<file path="src/rtl/datapath_sequencer_if.sv">
// datapath_sequencer_if
//   Bundles the command handshake and the datapath control word between a
//   command source / datapath and the datapath_sequencer.
//   Ports carried:
//     cmd_valid, cmd_op[2:0], cmd_data[W-1:0]  command from the source
//     cmd_ready, busy, done                    sequencer status
//     x[W-1:0], l1, l2, s1[1:0], s2[1:0], f    datapath control word
//   Handshake: a command transfers on a rising clk edge where cmd_valid and
//   cmd_ready are both high; cmd_ready is high only while the sequencer is
//   idle, and command inputs are don't-care whenever cmd_ready is low.
//   Modports: slave = sequencer side, master = command source / datapath side.
interface datapath_sequencer_if #(
  parameter int W = 4
);
  logic         cmd_valid;
  logic         cmd_ready;
  logic [2:0]   cmd_op;
  logic [W-1:0] cmd_data;
  logic         busy;
  logic         done;
  logic [W-1:0] x;
  logic         l1;
  logic         l2;
  logic [1:0]   s1;
  logic [1:0]   s2;
  logic         f;

  modport master (
    output cmd_valid, cmd_op, cmd_data,
    input  cmd_ready, busy, done, x, l1, l2, s1, s2, f
  );

  modport slave (
    input  cmd_valid, cmd_op, cmd_data,
    output cmd_ready, busy, done, x, l1, l2, s1, s2, f
  );
endinterface

</file>
<file path="src/rtl/datapath_sequencer.sv">
// datapath_sequencer
//   Accepts one command at a time and runs it on the two-register datapath as
//   a sequence of single-cycle register-transfer steps, then pulses done.
//   Ports:
//     clk        rising-edge clock shared with the datapath registers
//     rst_n      asynchronous active-low reset
//     bus        datapath_sequencer_if.slave (command handshake + control word)
//     dbg_state  current FSM state (0 = IDLE, 1 = EXEC, 2 = DONE)
//   All outputs decode registered state only; no input reaches an output
//   combinationally.
module datapath_sequencer #(
  parameter int W = 4
) (
  input  logic                  clk,
  input  logic                  rst_n,
  datapath_sequencer_if.slave   bus,
  output logic [1:0]            dbg_state
);

  typedef enum logic [1:0] {
    IDLE = 2'd0,
    EXEC = 2'd1,
    DONE = 2'd2
  } state_t;

  localparam logic [2:0] OP_NOP  = 3'd0;
  localparam logic [2:0] OP_LD1  = 3'd1;
  localparam logic [2:0] OP_LD2  = 3'd2;
  localparam logic [2:0] OP_ADD  = 3'd3;
  localparam logic [2:0] OP_SUB  = 3'd4;
  localparam logic [2:0] OP_SWAP = 3'd5;
  localparam logic [2:0] OP_CLR  = 3'd6;
  localparam logic [2:0] OP_MUL  = 3'd7;

  // Bus select encodings.
  localparam logic [1:0] SEL_X    = 2'd0;
  localparam logic [1:0] SEL_R1   = 2'd1;
  localparam logic [1:0] SEL_R2   = 2'd2;
  localparam logic [1:0] SEL_ZERO = 2'd3;

  state_t       state;
  state_t       state_nxt;
  logic [2:0]   op;
  logic [W-1:0] xreg;
  logic [W-1:0] cnt;
  logic [1:0]   step;
  logic         accept;
  logic         last_step;

  logic         l1;
  logic         l2;
  logic [1:0]   s1;
  logic [1:0]   s2;
  logic         f;

  assign accept = bus.cmd_valid && (state == IDLE);

  // State register.
  always_ff @(posedge clk or negedge rst_n) begin
    if (!rst_n) begin
      state <= IDLE;
    end else begin
      state <= state_nxt;
    end
  end

  // Command registers and step/repeat counters.
  always_ff @(posedge clk or negedge rst_n) begin
    if (!rst_n) begin
      xreg <= '0;
      op   <= OP_NOP;
      step <= 2'd0;
      cnt  <= '0;
    end else begin
      case (state)
        IDLE: begin
          if (accept) begin
            xreg <= bus.cmd_data;
            op   <= bus.cmd_op;
            step <= 2'd0;
            cnt  <= bus.cmd_data;
          end
        end
        EXEC: begin
          if (op == OP_MUL) begin
            // MUL only distinguishes the clear step (0) from loop steps (1).
            step <= 2'd1;
            if (step != 2'd0) begin
              cnt <= cnt - W'(1);
            end
          end else begin
            step <= step + 2'd1;
          end
        end
        default: begin
        end
      endcase
    end
  end

  // Last-step detection for the current op.
  always_comb begin
    last_step = 1'b1;
    case (op)
      OP_SWAP: last_step = (step == 2'd2);
      // The clear step is last when the loop count is zero; otherwise the
      // loop ends on the step where the remaining count is one.
      OP_MUL:  last_step = (step == 2'd0) ? (xreg == '0) : (cnt == W'(1));
      default: last_step = 1'b1;
    endcase
  end

  // Next-state logic.
  always_comb begin
    state_nxt = state;
    case (state)
      IDLE: begin
        if (accept) begin
          state_nxt = (bus.cmd_op == OP_NOP) ? DONE : EXEC;
        end
      end
      EXEC: begin
        if (last_step) begin
          state_nxt = DONE;
        end
      end
      DONE:    state_nxt = IDLE;
      default: state_nxt = IDLE;
    endcase
  end

  // Control word decode; idle word outside EXEC.
  always_comb begin
    l1 = 1'b0;
    l2 = 1'b0;
    s1 = SEL_ZERO;
    s2 = SEL_ZERO;
    f  = 1'b0;
    if (state == EXEC) begin
      case (op)
        OP_LD1: begin
          s1 = SEL_X;
          l1 = 1'b1;
        end
        OP_LD2: begin
          s1 = SEL_X;
          l2 = 1'b1;
        end
        OP_ADD: begin
          s1 = SEL_R1;
          s2 = SEL_R2;
          l1 = 1'b1;
        end
        OP_SUB: begin
          s1 = SEL_R1;
          s2 = SEL_R2;
          f  = 1'b1;
          l1 = 1'b1;
        end
        OP_SWAP: begin
          // a,b -> a+b,b -> a+b,a -> b,a
          s1 = SEL_R1;
          s2 = SEL_R2;
          case (step)
            2'd0: l1 = 1'b1;
            2'd1: begin
              f  = 1'b1;
              l2 = 1'b1;
            end
            default: begin
              f  = 1'b1;
              l1 = 1'b1;
            end
          endcase
        end
        OP_CLR: begin
          l1 = 1'b1;
          l2 = 1'b1;
        end
        OP_MUL: begin
          // Step 0 zeroes R2 via the zero/zero sum; loop steps accumulate R1.
          l2 = 1'b1;
          if (step != 2'd0) begin
            s1 = SEL_R2;
            s2 = SEL_R1;
          end
        end
        default: begin
        end
      endcase
    end
  end

  assign bus.l1        = l1;
  assign bus.l2        = l2;
  assign bus.s1        = s1;
  assign bus.s2        = s2;
  assign bus.f         = f;
  assign bus.x         = xreg;
  assign bus.cmd_ready = (state == IDLE);
  assign bus.busy      = (state != IDLE);
  assign bus.done      = (state == DONE);
  assign dbg_state     = state;

endmodule

</file>
<file path="src/flat_wrapper.sv">
// flat-port wrapper written by rule: the top's interface ports become plain ports
module datapath_sequencer_flat 
#(
  parameter int W = 4
)
  (clk, rst_n, dbg_state, bus_cmd_valid, bus_cmd_op, bus_cmd_data, bus_cmd_ready, bus_busy, bus_done, bus_x, bus_l1, bus_l2, bus_s1, bus_s2, bus_f);
  datapath_sequencer_if #(.W(W)) bus_i ();
  input  logic clk;
  input  logic rst_n;
  output logic [1:0] dbg_state;
  input wire logic [$bits(bus_i.cmd_valid)-1:0] bus_cmd_valid;
  input wire logic [$bits(bus_i.cmd_op)-1:0] bus_cmd_op;
  input wire logic [$bits(bus_i.cmd_data)-1:0] bus_cmd_data;
  output wire logic [$bits(bus_i.cmd_ready)-1:0] bus_cmd_ready;
  output wire logic [$bits(bus_i.busy)-1:0] bus_busy;
  output wire logic [$bits(bus_i.done)-1:0] bus_done;
  output wire logic [$bits(bus_i.x)-1:0] bus_x;
  output wire logic [$bits(bus_i.l1)-1:0] bus_l1;
  output wire logic [$bits(bus_i.l2)-1:0] bus_l2;
  output wire logic [$bits(bus_i.s1)-1:0] bus_s1;
  output wire logic [$bits(bus_i.s2)-1:0] bus_s2;
  output wire logic [$bits(bus_i.f)-1:0] bus_f;
  assign bus_i.cmd_valid = bus_cmd_valid;
  assign bus_i.cmd_op = bus_cmd_op;
  assign bus_i.cmd_data = bus_cmd_data;
  assign bus_cmd_ready = bus_i.cmd_ready;
  assign bus_busy = bus_i.busy;
  assign bus_done = bus_i.done;
  assign bus_x = bus_i.x;
  assign bus_l1 = bus_i.l1;
  assign bus_l2 = bus_i.l2;
  assign bus_s1 = bus_i.s1;
  assign bus_s2 = bus_i.s2;
  assign bus_f = bus_i.f;
  datapath_sequencer #(.W(W)) u_core (.clk(clk), .rst_n(rst_n), .bus(bus_i), .dbg_state(dbg_state));
endmodule
</file>
<file path="config.mk">
export PLATFORM = sky130hd
export DESIGN_NAME = datapath_sequencer_flat
export DESIGN_NICKNAME = d
export VERILOG_FILES = /design/src/rtl/datapath_sequencer_if.sv /design/src/rtl/datapath_sequencer.sv /design/src/flat_wrapper.sv
export SDC_FILE = /design/constraint.sdc
export NUM_CORES = 1
export LEC_CHECK = 0
export BUFFER_PORTS_ARGS = -buffer_cell sky130_fd_sc_hd__buf_2
export CAP_MARGIN = 5
export CORE_AREA = 8 8 53 55
export CTS_CLUSTER_SIZE = 25
export DETAILED_ROUTE_END_ITERATION = 10
export DIE_AREA = 0 0 61 63
export PLACE_DENSITY = 0.76
export SYNTH_ARGS = -nofsm -noshare
export SYNTH_HDL_FRONTEND = slang
export SYNTH_SLANG_ARGS = --single-unit
</file>
<file path="constraint.sdc">
create_clock -name clk -period 2 [get_ports clk]
set_input_delay 0.2 -clock clk [delete_from_list [all_inputs] [get_ports clk]]
set_output_delay 0.2 -clock clk [all_outputs]
set_load 0.02 [all_outputs]
</file>
==> results.py <==
metrics = {
    "status": {
        "outcome": "finished, final reports clean",
    },
    "timing": {
        "tightest_slew_ns": 0.447,
        "finalHoldViolCount": 0,
        "slew_headroom_pct": 69.8,
        "postLayoutSetupSlackWorst_ns": 0.170,
        "setup_viol": 0,
        "period_needed_ns": 1.83,
        "drv_slew": 0,
        "skew_ns": 0.00192,
        "min_period_over_period_pct": 91.5,
        "clock.fmax_mhz": 546,
        "timing.hold.ws_ns": 0.156,
        "rsz0062_at_grt": "false",
        "finalSetupTns_ns": 0,
    },
    "setup_path": {
        "r2r_cells": 5,
        "cpMaxStageDelayCell": "dfrtp_1",
        "startpoint_type": "flip-flop",
        "r2r-end": "u_core.dbg_state[0]",
        "critPathKind": "flip-flop to output pin",
        "crit_required_ns": 1.80,
        "critical_path_buf_inv_count": 2,
        "reg2reg_slack_ns": 0.23,
        "r2r-start": "u_core.step[0]",
        "end_kind": "output pin",
        "critPathMaxStageDelay_ns": 0.42,
        "cp_max_fo": 9,
        "crit_chain": "inv_1 > ha_1 > nor2_1 > o221ai_1 > buf_2",
        "critPathTopFamily": "flip-flops",
        "cp.arrival_ns": 1.63,
    },
    "detailed_routing": {
        "vias": 899,
        "drc_errors": 0,
        "drt_iter0_drc": 54,
        "avgRoutedWirePerCell_um": 14.8,
        "via_per_inst": 5.65,
        "ant_nets": 0,
        "drt_pass1_iterations": 4,
        "wl_um": 2350,
    },
    "synth": {
        "yosysWarnings": 0,
        "syn_area_sq_um": 981,
        "synth.area.top_cells": "dfrtp_1 38%, mux2_2 6.9%, ha_1 6.4%",
        "yosys.area.top_type": "dfrtp_1",
        "synth_edf_count": 0,
        "yosysTopAreaCellShare_pct": 38.3,
        "synthArstFlopShare_pct": 100,
        "synth_flop_cell": "dfrtp_1",
        "yosysUniqueCellTypes": 35,
        "ys_seq_area_share_pct": 38.3,
        "ys_ff_latch": 15,
        "synthCells": 106,
        "syn_avg_cell_area_sq_um": 9.25,
        "syn-num-nets": 121,
    },
    "floorplanning": {
        "ios": 26,
        "start_util_pct": 47.5,
        "core_sq_um": 2060,
        "fp.dieW_um": 61,
        "die_h_um": 63,
        "die_area_sq_um": 3840,
        "num_rows": 17,
    },
    "place": {
        "place_ws_ns": 0.279,
        "io_buffers": 25,
        "dp_hpwl_um": 1790,
        "place_area_sq_um": 1110,
        "place_inst": 154,
        "routabilityCongestion": 0.819,
    },
    "worst_hold_path": {
        "holdCritStartpoint": "bus_cmd_valid",
        "holdPathStages": 3,
        "min_path_type": "input pin to flip-flop",
        "min_to": "u_core.dbg_state[1]",
    },
    "layout": {
        "nets": 147,
        "num_antenna_cells": 0,
        "fin_cells": 159,
        "final_core_util_pct": 55.9,
        "final_cell_area_sq_um": 1150,
        "fill_cells": 207,
        "drive_above_1_share_pct": 31.3,
        "synthToLayoutAreaGrowth_pct": 17.6,
    },
    "clock_tree": {
        "cts_sinks": 15,
        "clock_latency_ns": 0.28,
        "cts_tree": "yes",
        "cts_buffers": 3,
        "h-tree-depth": 1,
        "clkTransAtPathRegs_ns": 0.09,
        "clockBufferDepth": 2,
        "cts-root-buf": "clkbuf_4",
        "postCtsSetupBuffers": 0,
    },
    "power": {
        "power_leakage_nw": 0.556,
        "worst_ir_drop_vdd_v": 0.000899,
        "power_density_nw_per_um2": 1700,
        "power_mw": 1.96,
    },
    "grt": {
        "antenna_found_initial": 0,
        "grt_overflow": 0,
        "grt_pass1_vias": 901,
        "grt_use_total_pct": 12.7,
        "grt_max_degree": 16,
        "grt_pass1_wl_um": 3800,
    },
    "run": {
        "drv_cap": 0,
    },
}
==> logic make-up after synthesis <==
family / Yosys count / synth area share (%)
flops: 15 / 38.3
simple gates: 40 / 21.3
buf+inv: 15 / 7.65
compound gates: 23 / 17.0
mux: 8 / 9.44
fa+ha+maj: 5 / 6.38
==> sequential cells by signal, summed over array words and instances, names as in the netlist <==
name / count
u_core.bus.x: 4
u_core.cnt: 4
u_core.dbg_state: 2
u_core.op: 3
u_core.step: 2
==> Yosys cell counts (3+ instances only) <==
cell,instances
ha_1,5
buf_2,3
nor2_1,8
nand2_1,9
mux2_2,6
o311ai_0,3
inv_1,7
nand3_1,6
o21ai_0,5
dfrtp_1,15
nor3_1,5
a21oi_1,4
clkbuf_1,3
==> cells in the final DEF, fill, tap and decap left out, types with 3 or more instances in the layout <==
master	count
ha_1	5
o311ai_0	3
nand2_1	9
nor2_1	8
nand3_1	6
o21ai_0	5
buf_4	3
a21oi_1	4
buf_2	25
mux2_2	6
dfrtp_1	15
nor3_1	5
inv_1	7
clkbuf_4	3
==> report_power, final <==
| group | total, mW | internal, mW | switching, mW |
|---|---|---|---|
| logic | 1.12 | 0.475 | 0.649 |
| clock network | 0.176 | 0.0775 | 0.0982 |
| registers | 0.660 | 0.452 | 0.208 |
| total | 1.96 | 1.00 | 0.955 |
==> worst reg2reg max path, cell delays in order, from the launching register on <==
cell and delay, ns:
dfrtp_1 0.39, inv_1 0.08, ha_1 0.31, nor4b_1 0.49
a211oi_1 0.09, a211o_1 0.30
==> what timing repair did <==
| action | CTS | global route |
|---|---|---|
| gates resized for setup | 0 | 1 |
| hold buffers | 1 | 0 |
| hold endpoints to repair | 15 | 0 |
| endpoints found under the setup margin | 0 | 1 |
==> area by class of cell <==
cell class	count	area [sq um]	area share (%)
Timing Repair Buffer	29	158	13.7
Tap cell	28	35.0	3.04
Sequential cell	15	375	32.5
Inverter	7	26.3	2.28
Multi-Input combinational cell	76	533	46.2
Clock buffer	4	26.3	2.28
==> metal layers <==
metal / global-route usage, % / vias up / routed length (um)
li1: - / 429 / -
met2: 21.2 / 34 / 1150
met4: 7.29 / 0 / 36
met5: 0 / - / 0
met3: 4.32 / 6 / 216
met1: 13.1 / 430 / 944
==> worst max-delay path by stage <==
stage | start | to | slack, ns | depth (start not counted)
3_3_place_gp | u_core.dbg_state[0] | u_core.cnt[1] | 0.35 | 3
5_1_grt | u_core.step[0] | bus_s1[0] | 0.08 | 5
2_1_floorplan | u_core.dbg_state[1] | bus_l2 | 0.35 | 3
3_5_place_dp | u_core.step[0] | u_core.dbg_state[0] | 0.28 | 5
6_report | u_core.step[0] | bus_s1[0] | 0.17 | 5
4_1_cts | u_core.dbg_state[0] | bus_l1 | 0.13 | 4
Power figures use the tool's default switching activity.
